[src/rtl/qspi_dma_engine_if.sv]
`default_nettype none
// ============================================================================
// Module : qspi_dma_engine_if
// Brief  : AXI4 master channel bundle used by the QSPI DMA engine
// Rev    : 1.0
// ============================================================================
interface qspi_dma_engine_if #(
  parameter int DATA_WIDTH     = 32,
  parameter int AXI_ADDR_WIDTH = 32
);
  logic [3:0]                  m_awid;
  logic [AXI_ADDR_WIDTH-1:0]   m_awaddr;
  logic [7:0]                  m_awlen;
  logic [2:0]                  m_awsize;
  logic [1:0]                  m_awburst;
  logic                        m_awvalid;
  logic                        m_awready;
  logic [DATA_WIDTH-1:0]       m_wdata;
  logic [DATA_WIDTH/8-1:0]     m_wstrb;
  logic                        m_wlast;
  logic                        m_wvalid;
  logic                        m_wready;
  logic [1:0]                  m_bresp;
  logic                        m_bvalid;
  logic                        m_bready;
  logic [3:0]                  m_arid;
  logic [AXI_ADDR_WIDTH-1:0]   m_araddr;
  logic [7:0]                  m_arlen;
  logic [2:0]                  m_arsize;
  logic [1:0]                  m_arburst;
  logic                        m_arvalid;
  logic                        m_arready;
  logic [DATA_WIDTH-1:0]       m_rdata;
  logic [1:0]                  m_rresp;
  logic                        m_rlast;
  logic                        m_rvalid;
  logic                        m_rready;

  modport master (
    output m_awid, m_awaddr, m_awlen, m_awsize, m_awburst, m_awvalid,
    output m_wdata, m_wstrb, m_wlast, m_wvalid, m_bready,
    output m_arid, m_araddr, m_arlen, m_arsize, m_arburst, m_arvalid, m_rready,
    input  m_awready, m_wready, m_bresp, m_bvalid,
    input  m_arready, m_rdata, m_rresp, m_rlast, m_rvalid
  );

  modport slave (
    input  m_awid, m_awaddr, m_awlen, m_awsize, m_awburst, m_awvalid,
    input  m_wdata, m_wstrb, m_wlast, m_wvalid, m_bready,
    input  m_arid, m_araddr, m_arlen, m_arsize, m_arburst, m_arvalid, m_rready,
    output m_awready, m_wready, m_bresp, m_bvalid,
    output m_arready, m_rdata, m_rresp, m_rlast, m_rvalid
  );
endinterface
`default_nettype wire

[src/rtl/qspi_dma_engine.sv]
`default_nettype none
// ============================================================================
// Module : qspi_dma_engine
// Brief  : Single-channel AXI4 master DMA between QSPI RX/TX FIFOs and memory
// Rev    : 1.0
// ============================================================================
module qspi_dma_engine #(
  parameter int DATA_WIDTH     = 32,
  parameter int AXI_ADDR_WIDTH = 32,
  parameter int MAX_BEATS      = 16,
  parameter int LVL_WIDTH      = 9
) (
  input  logic                      clk,
  input  logic                      rst_n,
  input  logic                      start_i,
  input  logic                      dir_i,
  input  logic                      incr_i,
  input  logic [AXI_ADDR_WIDTH-1:0] addr_i,
  input  logic [31:0]               len_i,
  input  logic [8:0]                burst_beats_i,
  input  logic                      abort_i,
  output logic                      busy_o,
  output logic                      done_o,
  output logic                      err_o,
  output logic [31:0]               beats_done_o,
  input  logic [DATA_WIDTH-1:0]     rx_data_i,
  input  logic [LVL_WIDTH-1:0]      rx_level_i,
  output logic                      rx_ren_o,
  output logic [DATA_WIDTH-1:0]     tx_data_o,
  output logic                      tx_wen_o,
  input  logic [LVL_WIDTH-1:0]      tx_space_i,
  qspi_dma_engine_if.master         axi
);
  localparam int BYTES = DATA_WIDTH / 8;
  localparam int LSB   = $clog2(BYTES);

  typedef enum logic [3:0] {
    S_IDLE    = 4'd0,
    S_AW_WAIT = 4'd1,
    S_AW      = 4'd2,
    S_W       = 4'd3,
    S_B       = 4'd4,
    S_AR_WAIT = 4'd5,
    S_AR      = 4'd6,
    S_R       = 4'd7,
    S_DONE    = 4'd8
  } state_t;

  state_t                    r_state, w_next;
  logic                      r_incr;
  logic [8:0]                r_cfg;
  logic [AXI_ADDR_WIDTH-1:0] r_addr;
  logic [31:0]               r_rem;
  logic [31:0]               r_beats_done;
  logic [8:0]                r_blen;
  logic [8:0]                r_beat;
  logic                      r_err;
  logic                      r_abort;

  logic [8:0]  w_cfg_start;
  logic [31:0] w_page, w_min1, w_blen32;
  logic        w_abort, w_wlast, w_stop, w_bresp_err, w_rresp_err, w_len_zero;
  logic [7:0]  w_len_m1;

  always_comb begin
    w_cfg_start = (burst_beats_i == 9'd0) ? 9'd1 : burst_beats_i;
    if (32'(w_cfg_start) > MAX_BEATS) w_cfg_start = 9'(MAX_BEATS);
  end

  // FIXED bursts are capped at 16 beats; INCR bursts stop at the next 4KB page.
  always_comb begin
    w_page   = r_incr ? ((32'd4096 - 32'(r_addr[11:0])) >> LSB) : 32'd16;
    w_min1   = (32'(r_cfg) < r_rem) ? 32'(r_cfg) : r_rem;
    w_blen32 = (w_page < w_min1) ? w_page : w_min1;
  end

  assign w_abort     = r_abort | abort_i;
  assign w_wlast     = (r_beat == (r_blen - 9'd1));
  assign w_stop      = (r_rem == 32'(r_blen)) | r_err | w_abort;
  assign w_bresp_err = (axi.m_bresp != 2'b00);
  assign w_rresp_err = (axi.m_rresp != 2'b00);
  assign w_len_zero  = ((len_i >> LSB) == 32'd0);
  assign w_len_m1    = (r_blen == 9'd0) ? 8'd0 : 8'(r_blen - 9'd1);

  always_ff @(posedge clk or negedge rst_n) begin
    if (!rst_n) r_state <= S_IDLE;
    else        r_state <= w_next;
  end

  always_comb begin
    w_next = r_state;
    case (r_state)
      S_IDLE:    if (start_i) w_next = w_len_zero ? S_DONE : (dir_i ? S_AR_WAIT : S_AW_WAIT);
      S_AW_WAIT: if (w_abort) w_next = S_DONE;
                 else if (32'(rx_level_i) >= w_blen32) w_next = S_AW;
      S_AW:      if (axi.m_awready) w_next = S_W;
      S_W:       if (axi.m_wready && w_wlast) w_next = S_B;
      S_B:       if (axi.m_bvalid) w_next = (w_stop | w_bresp_err) ? S_DONE : S_AW_WAIT;
      S_AR_WAIT: if (w_abort) w_next = S_DONE;
                 else if (32'(tx_space_i) >= w_blen32) w_next = S_AR;
      S_AR:      if (axi.m_arready) w_next = S_R;
      S_R:       if (axi.m_rvalid && axi.m_rlast) w_next = (w_stop | w_rresp_err) ? S_DONE : S_AR_WAIT;
      S_DONE:    w_next = S_IDLE;
      default:   w_next = S_IDLE;
    endcase
  end

  always_ff @(posedge clk or negedge rst_n) begin
    if (!rst_n) begin
      r_incr       <= 1'b0;
      r_cfg        <= 9'd0;
      r_addr       <= '0;
      r_rem        <= 32'd0;
      r_beats_done <= 32'd0;
      r_blen       <= 9'd0;
      r_beat       <= 9'd0;
      r_err        <= 1'b0;
      r_abort      <= 1'b0;
    end else begin
      case (r_state)
        S_IDLE: if (start_i) begin
          r_incr       <= incr_i;
          r_cfg        <= w_cfg_start;
          r_addr       <= addr_i & ~AXI_ADDR_WIDTH'(BYTES - 1);
          r_rem        <= len_i >> LSB;
          r_beats_done <= 32'd0;
          r_err        <= 1'b0;
          r_abort      <= 1'b0;
        end
        // Burst length is frozen here so AxLEN and wlast stay stable for the burst.
        S_AW_WAIT, S_AR_WAIT: begin
          r_blen <= 9'(w_blen32);
          r_beat <= 9'd0;
        end
        S_W: if (axi.m_wready) r_beat <= r_beat + 9'd1;
        S_B: if (axi.m_bvalid) begin
          if (w_bresp_err) r_err <= 1'b1;
          r_addr       <= r_addr + (r_incr ? (AXI_ADDR_WIDTH'(r_blen) << LSB) : '0);
          r_rem        <= r_rem - 32'(r_blen);
          r_beats_done <= r_beats_done + 32'(r_blen);
        end
        S_R: if (axi.m_rvalid) begin
          if (w_rresp_err) r_err <= 1'b1;
          if (axi.m_rlast) begin
            r_addr       <= r_addr + (r_incr ? (AXI_ADDR_WIDTH'(r_blen) << LSB) : '0);
            r_rem        <= r_rem - 32'(r_blen);
            r_beats_done <= r_beats_done + 32'(r_blen);
          end
        end
        S_DONE:  r_abort <= 1'b0;
        default: ;
      endcase
      if (abort_i && (r_state != S_IDLE) && (r_state != S_DONE)) r_abort <= 1'b1;
    end
  end

  assign axi.m_awid    = 4'd0;
  assign axi.m_awaddr  = r_addr;
  assign axi.m_awlen   = w_len_m1;
  assign axi.m_awsize  = 3'(LSB);
  assign axi.m_awburst = r_incr ? 2'b01 : 2'b00;
  assign axi.m_awvalid = (r_state == S_AW);
  assign axi.m_wdata   = rx_data_i;
  assign axi.m_wstrb   = '1;
  assign axi.m_wvalid  = (r_state == S_W);
  assign axi.m_wlast   = (r_state == S_W) && w_wlast;
  assign axi.m_bready  = (r_state == S_B);
  assign axi.m_arid    = 4'd0;
  assign axi.m_araddr  = r_addr;
  assign axi.m_arlen   = w_len_m1;
  assign axi.m_arsize  = 3'(LSB);
  assign axi.m_arburst = r_incr ? 2'b01 : 2'b00;
  assign axi.m_arvalid = (r_state == S_AR);
  assign axi.m_rready  = (r_state == S_R);

  assign rx_ren_o     = (r_state == S_W) && axi.m_wready;
  assign tx_wen_o     = (r_state == S_R) && axi.m_rvalid;
  assign tx_data_o    = axi.m_rdata;
  assign busy_o       = (r_state != S_IDLE);
  assign done_o       = (r_state == S_DONE);
  assign err_o        = r_err;
  assign beats_done_o = r_beats_done;
endmodule
`default_nettype wire

[src/flat_wrapper.sv]
// flat-port wrapper written by rule: the top's interface ports become plain ports
module qspi_dma_engine_flat 
#(
  parameter int DATA_WIDTH     = 32,
  parameter int AXI_ADDR_WIDTH = 32,
  parameter int MAX_BEATS      = 16,
  parameter int LVL_WIDTH      = 9
)
  (clk, rst_n, start_i, dir_i, incr_i, addr_i, len_i, burst_beats_i, abort_i, busy_o, done_o, err_o, beats_done_o, rx_data_i, rx_level_i, rx_ren_o, tx_data_o, tx_wen_o, tx_space_i, axi_m_awid, axi_m_awaddr, axi_m_awlen, axi_m_awsize, axi_m_awburst, axi_m_awvalid, axi_m_wdata, axi_m_wstrb, axi_m_wlast, axi_m_wvalid, axi_m_bready, axi_m_arid, axi_m_araddr, axi_m_arlen, axi_m_arsize, axi_m_arburst, axi_m_arvalid, axi_m_rready, axi_m_awready, axi_m_wready, axi_m_bresp, axi_m_bvalid, axi_m_arready, axi_m_rdata, axi_m_rresp, axi_m_rlast, axi_m_rvalid);
  qspi_dma_engine_if #(.DATA_WIDTH(DATA_WIDTH), .AXI_ADDR_WIDTH(AXI_ADDR_WIDTH)) axi_i ();
  input  logic clk;
  input  logic rst_n;
  input  logic start_i;
  input  logic dir_i;
  input  logic incr_i;
  input  logic [AXI_ADDR_WIDTH-1:0] addr_i;
  input  logic [31:0] len_i;
  input  logic [8:0] burst_beats_i;
  input  logic abort_i;
  output logic busy_o;
  output logic done_o;
  output logic err_o;
  output logic [31:0] beats_done_o;
  input  logic [DATA_WIDTH-1:0] rx_data_i;
  input  logic [LVL_WIDTH-1:0] rx_level_i;
  output logic rx_ren_o;
  output logic [DATA_WIDTH-1:0] tx_data_o;
  output logic tx_wen_o;
  input  logic [LVL_WIDTH-1:0] tx_space_i;
  output wire logic [$bits(axi_i.m_awid)-1:0] axi_m_awid;
  output wire logic [$bits(axi_i.m_awaddr)-1:0] axi_m_awaddr;
  output wire logic [$bits(axi_i.m_awlen)-1:0] axi_m_awlen;
  output wire logic [$bits(axi_i.m_awsize)-1:0] axi_m_awsize;
  output wire logic [$bits(axi_i.m_awburst)-1:0] axi_m_awburst;
  output wire logic [$bits(axi_i.m_awvalid)-1:0] axi_m_awvalid;
  output wire logic [$bits(axi_i.m_wdata)-1:0] axi_m_wdata;
  output wire logic [$bits(axi_i.m_wstrb)-1:0] axi_m_wstrb;
  output wire logic [$bits(axi_i.m_wlast)-1:0] axi_m_wlast;
  output wire logic [$bits(axi_i.m_wvalid)-1:0] axi_m_wvalid;
  output wire logic [$bits(axi_i.m_bready)-1:0] axi_m_bready;
  output wire logic [$bits(axi_i.m_arid)-1:0] axi_m_arid;
  output wire logic [$bits(axi_i.m_araddr)-1:0] axi_m_araddr;
  output wire logic [$bits(axi_i.m_arlen)-1:0] axi_m_arlen;
  output wire logic [$bits(axi_i.m_arsize)-1:0] axi_m_arsize;
  output wire logic [$bits(axi_i.m_arburst)-1:0] axi_m_arburst;
  output wire logic [$bits(axi_i.m_arvalid)-1:0] axi_m_arvalid;
  output wire logic [$bits(axi_i.m_rready)-1:0] axi_m_rready;
  input wire logic [$bits(axi_i.m_awready)-1:0] axi_m_awready;
  input wire logic [$bits(axi_i.m_wready)-1:0] axi_m_wready;
  input wire logic [$bits(axi_i.m_bresp)-1:0] axi_m_bresp;
  input wire logic [$bits(axi_i.m_bvalid)-1:0] axi_m_bvalid;
  input wire logic [$bits(axi_i.m_arready)-1:0] axi_m_arready;
  input wire logic [$bits(axi_i.m_rdata)-1:0] axi_m_rdata;
  input wire logic [$bits(axi_i.m_rresp)-1:0] axi_m_rresp;
  input wire logic [$bits(axi_i.m_rlast)-1:0] axi_m_rlast;
  input wire logic [$bits(axi_i.m_rvalid)-1:0] axi_m_rvalid;
  assign axi_m_awid = axi_i.m_awid;
  assign axi_m_awaddr = axi_i.m_awaddr;
  assign axi_m_awlen = axi_i.m_awlen;
  assign axi_m_awsize = axi_i.m_awsize;
  assign axi_m_awburst = axi_i.m_awburst;
  assign axi_m_awvalid = axi_i.m_awvalid;
  assign axi_m_wdata = axi_i.m_wdata;
  assign axi_m_wstrb = axi_i.m_wstrb;
  assign axi_m_wlast = axi_i.m_wlast;
  assign axi_m_wvalid = axi_i.m_wvalid;
  assign axi_m_bready = axi_i.m_bready;
  assign axi_m_arid = axi_i.m_arid;
  assign axi_m_araddr = axi_i.m_araddr;
  assign axi_m_arlen = axi_i.m_arlen;
  assign axi_m_arsize = axi_i.m_arsize;
  assign axi_m_arburst = axi_i.m_arburst;
  assign axi_m_arvalid = axi_i.m_arvalid;
  assign axi_m_rready = axi_i.m_rready;
  assign axi_i.m_awready = axi_m_awready;
  assign axi_i.m_wready = axi_m_wready;
  assign axi_i.m_bresp = axi_m_bresp;
  assign axi_i.m_bvalid = axi_m_bvalid;
  assign axi_i.m_arready = axi_m_arready;
  assign axi_i.m_rdata = axi_m_rdata;
  assign axi_i.m_rresp = axi_m_rresp;
  assign axi_i.m_rlast = axi_m_rlast;
  assign axi_i.m_rvalid = axi_m_rvalid;
  qspi_dma_engine #(.DATA_WIDTH(DATA_WIDTH), .AXI_ADDR_WIDTH(AXI_ADDR_WIDTH), .MAX_BEATS(MAX_BEATS), .LVL_WIDTH(LVL_WIDTH)) u_core (.clk(clk), .rst_n(rst_n), .start_i(start_i), .dir_i(dir_i), .incr_i(incr_i), .addr_i(addr_i), .len_i(len_i), .burst_beats_i(burst_beats_i), .abort_i(abort_i), .busy_o(busy_o), .done_o(done_o), .err_o(err_o), .beats_done_o(beats_done_o), .rx_data_i(rx_data_i), .rx_level_i(rx_level_i), .rx_ren_o(rx_ren_o), .tx_data_o(tx_data_o), .tx_wen_o(tx_wen_o), .tx_space_i(tx_space_i), .axi(axi_i));
endmodule
[config.mk]
export PLATFORM = sky130hd
export DESIGN_NAME = qspi_dma_engine_flat
export DESIGN_NICKNAME = d
export VERILOG_FILES = /design/src/rtl/qspi_dma_engine_if.sv /design/src/rtl/qspi_dma_engine.sv /design/src/flat_wrapper.sv
export SDC_FILE = /design/constraint.sdc
export NUM_CORES = 1
export LEC_CHECK = 0
export CORE_MARGIN = 4
export CORE_UTILIZATION = 40
export CTS_CLUSTER_SIZE = 14
export DETAILED_ROUTE_END_ITERATION = 8
export PLACE_DENSITY = 0.83
export SYNTH_ARGS = -nofsm -noshare
export SYNTH_HDL_FRONTEND = slang
export SYNTH_SLANG_ARGS = --single-unit
[constraint.sdc]
create_clock -name clk -period 6.4 [get_ports clk]
set_clock_uncertainty 0.15 [all_clocks]
set_input_delay 1.28 -clock clk [delete_from_list [all_inputs] [get_ports clk]]
set_output_delay 1.28 -clock clk [all_outputs]
set_load 0.02 [all_outputs]
# == Yosys cells after proc, flatten, opt, wreduce, memory -nomap -nowiden ==
# Index checks and enable logic that the tools add are counted.
# classes
add_sub_neg,6
n_lt_le_gt_ge,5
n_eq_ne,25
muxes,48
bitwise_logic,5
reduce_logical,24
# op_table
operator,n
2-to-1 mux 32 bit,14
case mux 32 bit (3 select lines),3
>= comparator 9 x 32 -> 1 bit,2
2-to-1 mux 4 bit,13
adder 32 bit,1
adder 32 x 9 -> 32 bit,1
equality test 32 x 9 -> 1 bit,1
logical NOT 32 bit,1
< comparator 32 bit,1
< comparator 9 x 32 -> 1 bit,1
case mux 4 bit (8 select lines),1
subtractor 32 x 9 -> 32 bit,1
2-to-1 mux 30 bit,1
2-to-1 mux 9 bit,3
"inequality test 2 x 1 -> 1 bit, second input constant",10
logical NOT 9 bit,2
case mux 9 bit (2 select lines),1
"equality test 4 x 3 -> 1 bit, second input constant",4
"subtractor 13 x 12 -> 14 bit, first input constant",1
2-to-1 mux 11 bit,1
"adder 9 x 1 -> 9 bit, second input constant",1
equality test 9 bit,1
"> comparator 9 x 5 -> 1 bit, second input constant",1
"subtractor 9 x 1 -> 9 bit, second input constant",1
23 further kinds,46
# totals
reg_bits,130
input_bits,171
output_inout_bits,209
word_cells,123

# == Longest topological paths before layout ==
# depth
word_depth,8
depth_mapped,30

# == Worst setup path after synthesis ==
# OpenSTA, ideal clock, no wires.
# synth_timing
path_kind,register to register
startpoint,register u_core.r_rem[1]
endpoint,register u_core.r_state[0]
setup_time_ns,0.141
arrival_ns,5.237
path_slack_ns,0.872
stages_incl_launch_ff,30
n_path_buf,3
synth_period_minus_slack_ns,5.528
cell_sequence,dfrtp_1 -> inv_1 -> ha_1 -> or3_1 -> a211oi_2 -> o21a_2 -> o21ai_1 -> nand2_1 -> clkbuf_1 -> a21oi_1 -> ha_1 -> a21oi_1 -> o21ai_0 -> nor2_1 -> nand2_1 -> o41a_1 -> nand2b_2 -> buf_6 -> buf_2 -> nand2_1 -> o21ai_1 -> ha_1 -> a21o_1 -> a21o_1 -> a21oi_1 -> a21boi_0 -> a311oi_1 -> a21bo_2 -> nand2b_2 -> o311ai_1
# synth_via
elab_chain_cells,7
word_cells_on_any_way,19
cone_classes,4 x order compare; 3 x eq/ne; 7 x mux; 4 x bitwise; 1 x reduce/logical
# synth_rtl
item,line_no,rtl
"start, declared",qspi_dma_engine.sv:53,logic [31:0] r_rem;
"start signal, assigned",qspi_dma_engine.sv:125,r_rem <= len_i >> LSB;
"start signal, assigned",qspi_dma_engine.sv:139,r_rem <= r_rem - 32'(r_blen);
"start signal, assigned",qspi_dma_engine.sv:146,r_rem <= r_rem - 32'(r_blen);
< comparator 9 x 32 -> 1 bit / equality test 32 x 9 -> 1 bit (equally long branches),"qspi_dma_engine.sv:73, qspi_dma_engine.sv:79",
2-to-1 mux 32 bit / bitwise OR 1 bit (equally long branches),"qspi_dma_engine.sv:73, qspi_dma_engine.sv:79",
< comparator 32 bit / bitwise OR 1 bit (equally long branches),"qspi_dma_engine.sv:74, qspi_dma_engine.sv:79",
2-to-1 mux 32 bit (tied with other cells),qspi_dma_engine.sv:74,w_blen32 = (w_page < w_min1) ? w_page : w_min1;
>= comparator 9 x 32 -> 1 bit (tied with other cells),qspi_dma_engine.sv:100,else if (32'(tx_space_i) >= w_blen32) w_next = S_AR;
inequality test 3 x 1 -> 1 bit (no line) (tied with other cells),-,
AND reduction 8 bit (no line) / case mux 4 bit (8 select lines) (equally long branches),-,
"end signal, assigned",qspi_dma_engine.sv:87,else r_state <= w_next;
"end, declared",qspi_dma_engine.sv:49,"state_t r_state, w_next;"
# Parallel ways exist; a longest one is shown, timed or not. The select of a mux whose other input is x is not followed.
# A chain may end at the register's enable or synchronous reset.

# == Worst setup path after layout ==
# Same ends and word-level chain as after synthesis.

==> impl_metrics.ini <==
[status]
status = finished clean

[clock_network]
path_clk_slew_ns = 0.06
clockBufferDepth = 2
cts_setup_buffers = 0
cts_inserted_buffers = 17
clk_latency_ns = 0.43
clkSinkCount = 128
h-tree-depth = 4
root_buffer = clkbuf_16
cts_tree = built

[global_routing]
grt_pass1_wl_um = 53000
grt_pass1_vias = 9981
grt_overflow_total = 0
grt_usage_pct = 22.5
antenna_found_initial = 0
grt_max_degree = 69

[synthesis]
ys_seq_area_share_pct = 30.3
synthesis.area_sq_um = 10600
syn_avg_cell_area_sq_um = 8.26
synth_edf_count = 0
ys_top_cells_by_area = dfrtp_1 30%, buf_4 9.2%, ha_1 7.4%
synth_top_area_cell = dfrtp_1
yosysTopAreaCellShare_pct = 30.3
synth_seq_cells = 128
synth-async-reset-ratio_pct = 100
netlist_instances = 1281
synth_ff_type = dfrtp_1
yosysUniqueCellTypes = 85
yosys_warnings = 0

[floorplanning]
dieArea_sq_um = 29100
ioPinCount = 380
core-area_sq_um = 26100
die_w_um = 171
rows = 59
dieHeight_um = 171
initial_utilization_pct = 40.6

[drt]
wl_um = 33800
viasPerCell = 5.83
drt-initial-drc-count = 732
vias = 10100
drt-wirelength-per-cell_um = 19.6
dr.pass1.iters = 6
drc = 0
detail-route-antenna-nets = 0

[finish]
layout.cells.non_filler = 1725
syn2layout_area_growth_pct = 21.6
final_area_sq_um = 12900
antenna_cells = 0
drive_above_1_share_pct = 5.83
fillers = 2490
final_nets = 1614
utilization_pct = 49.4

[power_and_ir_drop]
leakagePower_uw = 0.00542
ir_worst_vdd_v = 0.000261
powerDensity_nw_per_um2 = 524

[critical_path]
worstPathRequired_ns = 6.53
end_kind = register
slowest_delay_ns = 0.47
path_common_cell = ha_1
critPathMaxFanout = 17
worstPathArrival_ns = 6.08
critPathKind = register to register
startpoint_type = register
crit_family = compound AO/OA/AOI/OAI gates
cp.buffers_inverters = 1
cp_slowest_cell = o41a_1

[sta]
period_share_pct = 93.0
fin_setup_tns_ns = 0
layout_min_cycle_time_ns = 5.95
slew_headroom_pct = 39.0
rsz0062_at_grt = false
worst_slack_ns = 0.449
hold_viol_final = 0
tightestPinTransition_ns = 0.916
timing.final.max_slew_violations = 0
setup-violations-final = 0
fmax_mhz = 168

[place]
hpwl_um = 24700
gp_congestion = 0.931
portBuffers = 223
preCtsSetupSlack_ns = 0.315
place_inst = 1693
post_dp_cell_area_sq_um = 12300

[hold_path]
hold_path.class = register to register

[run]
drv_cap = 0
-- final timing paths --
check / end / depth (start not counted) / from / slack [ns]
setup / recovery: u_core.r_state[0] / 25 / u_core.r_rem[1] / 0.45
hold / removal: u_core.r_beat[8] / 1 / u_core.r_beat[8] / 0.37
setup reg to reg: u_core.r_state[0] / 25 / u_core.r_rem[1] / 0.45
hold reg to reg: u_core.r_beat[8] / 1 / u_core.r_beat[8] / 0.37
max in group asynchronous: u_core.r_blen[0] / 2 / rst_n / 3.88
min in group asynchronous: u_core.r_incr / 1 / rst_n / 0.80
-- power breakdown --
group | total [uW] | leakage (uW) | internal, uW | switching (uW)
combinational | 4140 | 0.00348 | 1760 | 2380
sequential | 1590 | 0.00166 | 1080 | 505
clock | 1010 | 0.000290 | 588 | 424
-- layout by cell type, fill, tap and decap left out, drive strengths merged, types with 5 or more instances in the layout --
| master | count |
|---|---|
| nand2b | 11 |
| ha | 63 |
| a21o | 14 |
| o211ai | 27 |
| nand2 | 127 |
| nor2b | 5 |
| clkdlybuf4s50 | 222 |
| and2 | 23 |
| clkbuf | 17 |
| o31ai | 11 |
| dfrtp | 128 |
| o311ai | 13 |
| inv | 64 |
| a221o | 9 |
| nor2 | 93 |
| and3 | 29 |
| nor3 | 27 |
| o21a | 5 |
| a22oi | 18 |
| o2111ai | 7 |
| conb | 26 |
| nor4 | 21 |
| buf | 19 |
| nand3 | 44 |
| a21boi | 8 |
| xor2 | 33 |
| nand4 | 19 |
| a211oi | 8 |
| nor3b | 6 |
| and4 | 5 |
| o21ai | 108 |
| or3 | 20 |
| a31oi | 15 |
| xnor2 | 23 |
| a21oi | 51 |
-- cell usage after synthesis (all sizes together) (29+ instances only) --
cell type  instances
a21oi             51
and3              29
buf              140
clkbuf            47
dfrtp            128
ha                63
inv               55
nand2            127
nand3             44
nor2              93
o21ai            108
xor2              33
-- per-layer routing --
metal	routed length, um	vias to the layer above	track usage, %
li1	-	4664	-
met1	13900	4818	29.2
met2	16200	474	37.4
met3	2660	95	4.41
met4	1090	0	7.99
met5	0	-	0
-- per-stage QoR --
step	total power (uW)	hold WS [ns]
global route	7240	0.384
CTS	6750	0.363
detailed placement	5700	0.352
floorplan	4380	0.317
global placement	5590	0.335
finish	6740	0.369
-- flip-flops by register name (all words and copies together), names as in the netlist --
name,flops
u_core.axi.m_araddr,30
u_core.beats_done_o,32
u_core.err_o,1
u_core.r_abort,1
u_core.r_beat,9
u_core.r_blen,9
u_core.r_cfg,9
u_core.r_incr,1
u_core.r_rem,32
u_core.r_state,4
-- repair_timing --
item,CTS,global route
gates resized for setup,0,2
endpoints found under the hold margin,0,0
endpoints found under the setup margin,0,4
hold buffers,0,0
-- final cells by class --
type,instances,area [sq um],area share [%]
multi-input combinational,934,6060,47.1
tap,335,419,3.26
clock inverter,15,173,1.34
inverter,55,206,1.60
clock buffer,17,425,3.31
timing repair buffer,241,2380,18.5
sequential,128,3200,24.9
-- cell families (layout without fill, tap and decap cells) --
family / count (synthesis) / count (layout) / share of synthesized area [%]
xor+xnor: 60 / 60 / 5.49
compound gates: 326 / 326 / 20.2
flops: 128 / 128 / 30.3
simple gates: 450 / 450 / 21.7
buf+inv: 243 / 328 / 13.5
other cells: 2 / 26 / 0.0710
mux: 4 / 4 / 0.449
fa+ha+maj: 68 / 68 / 8.23
Power figures use the tool's default switching activity.
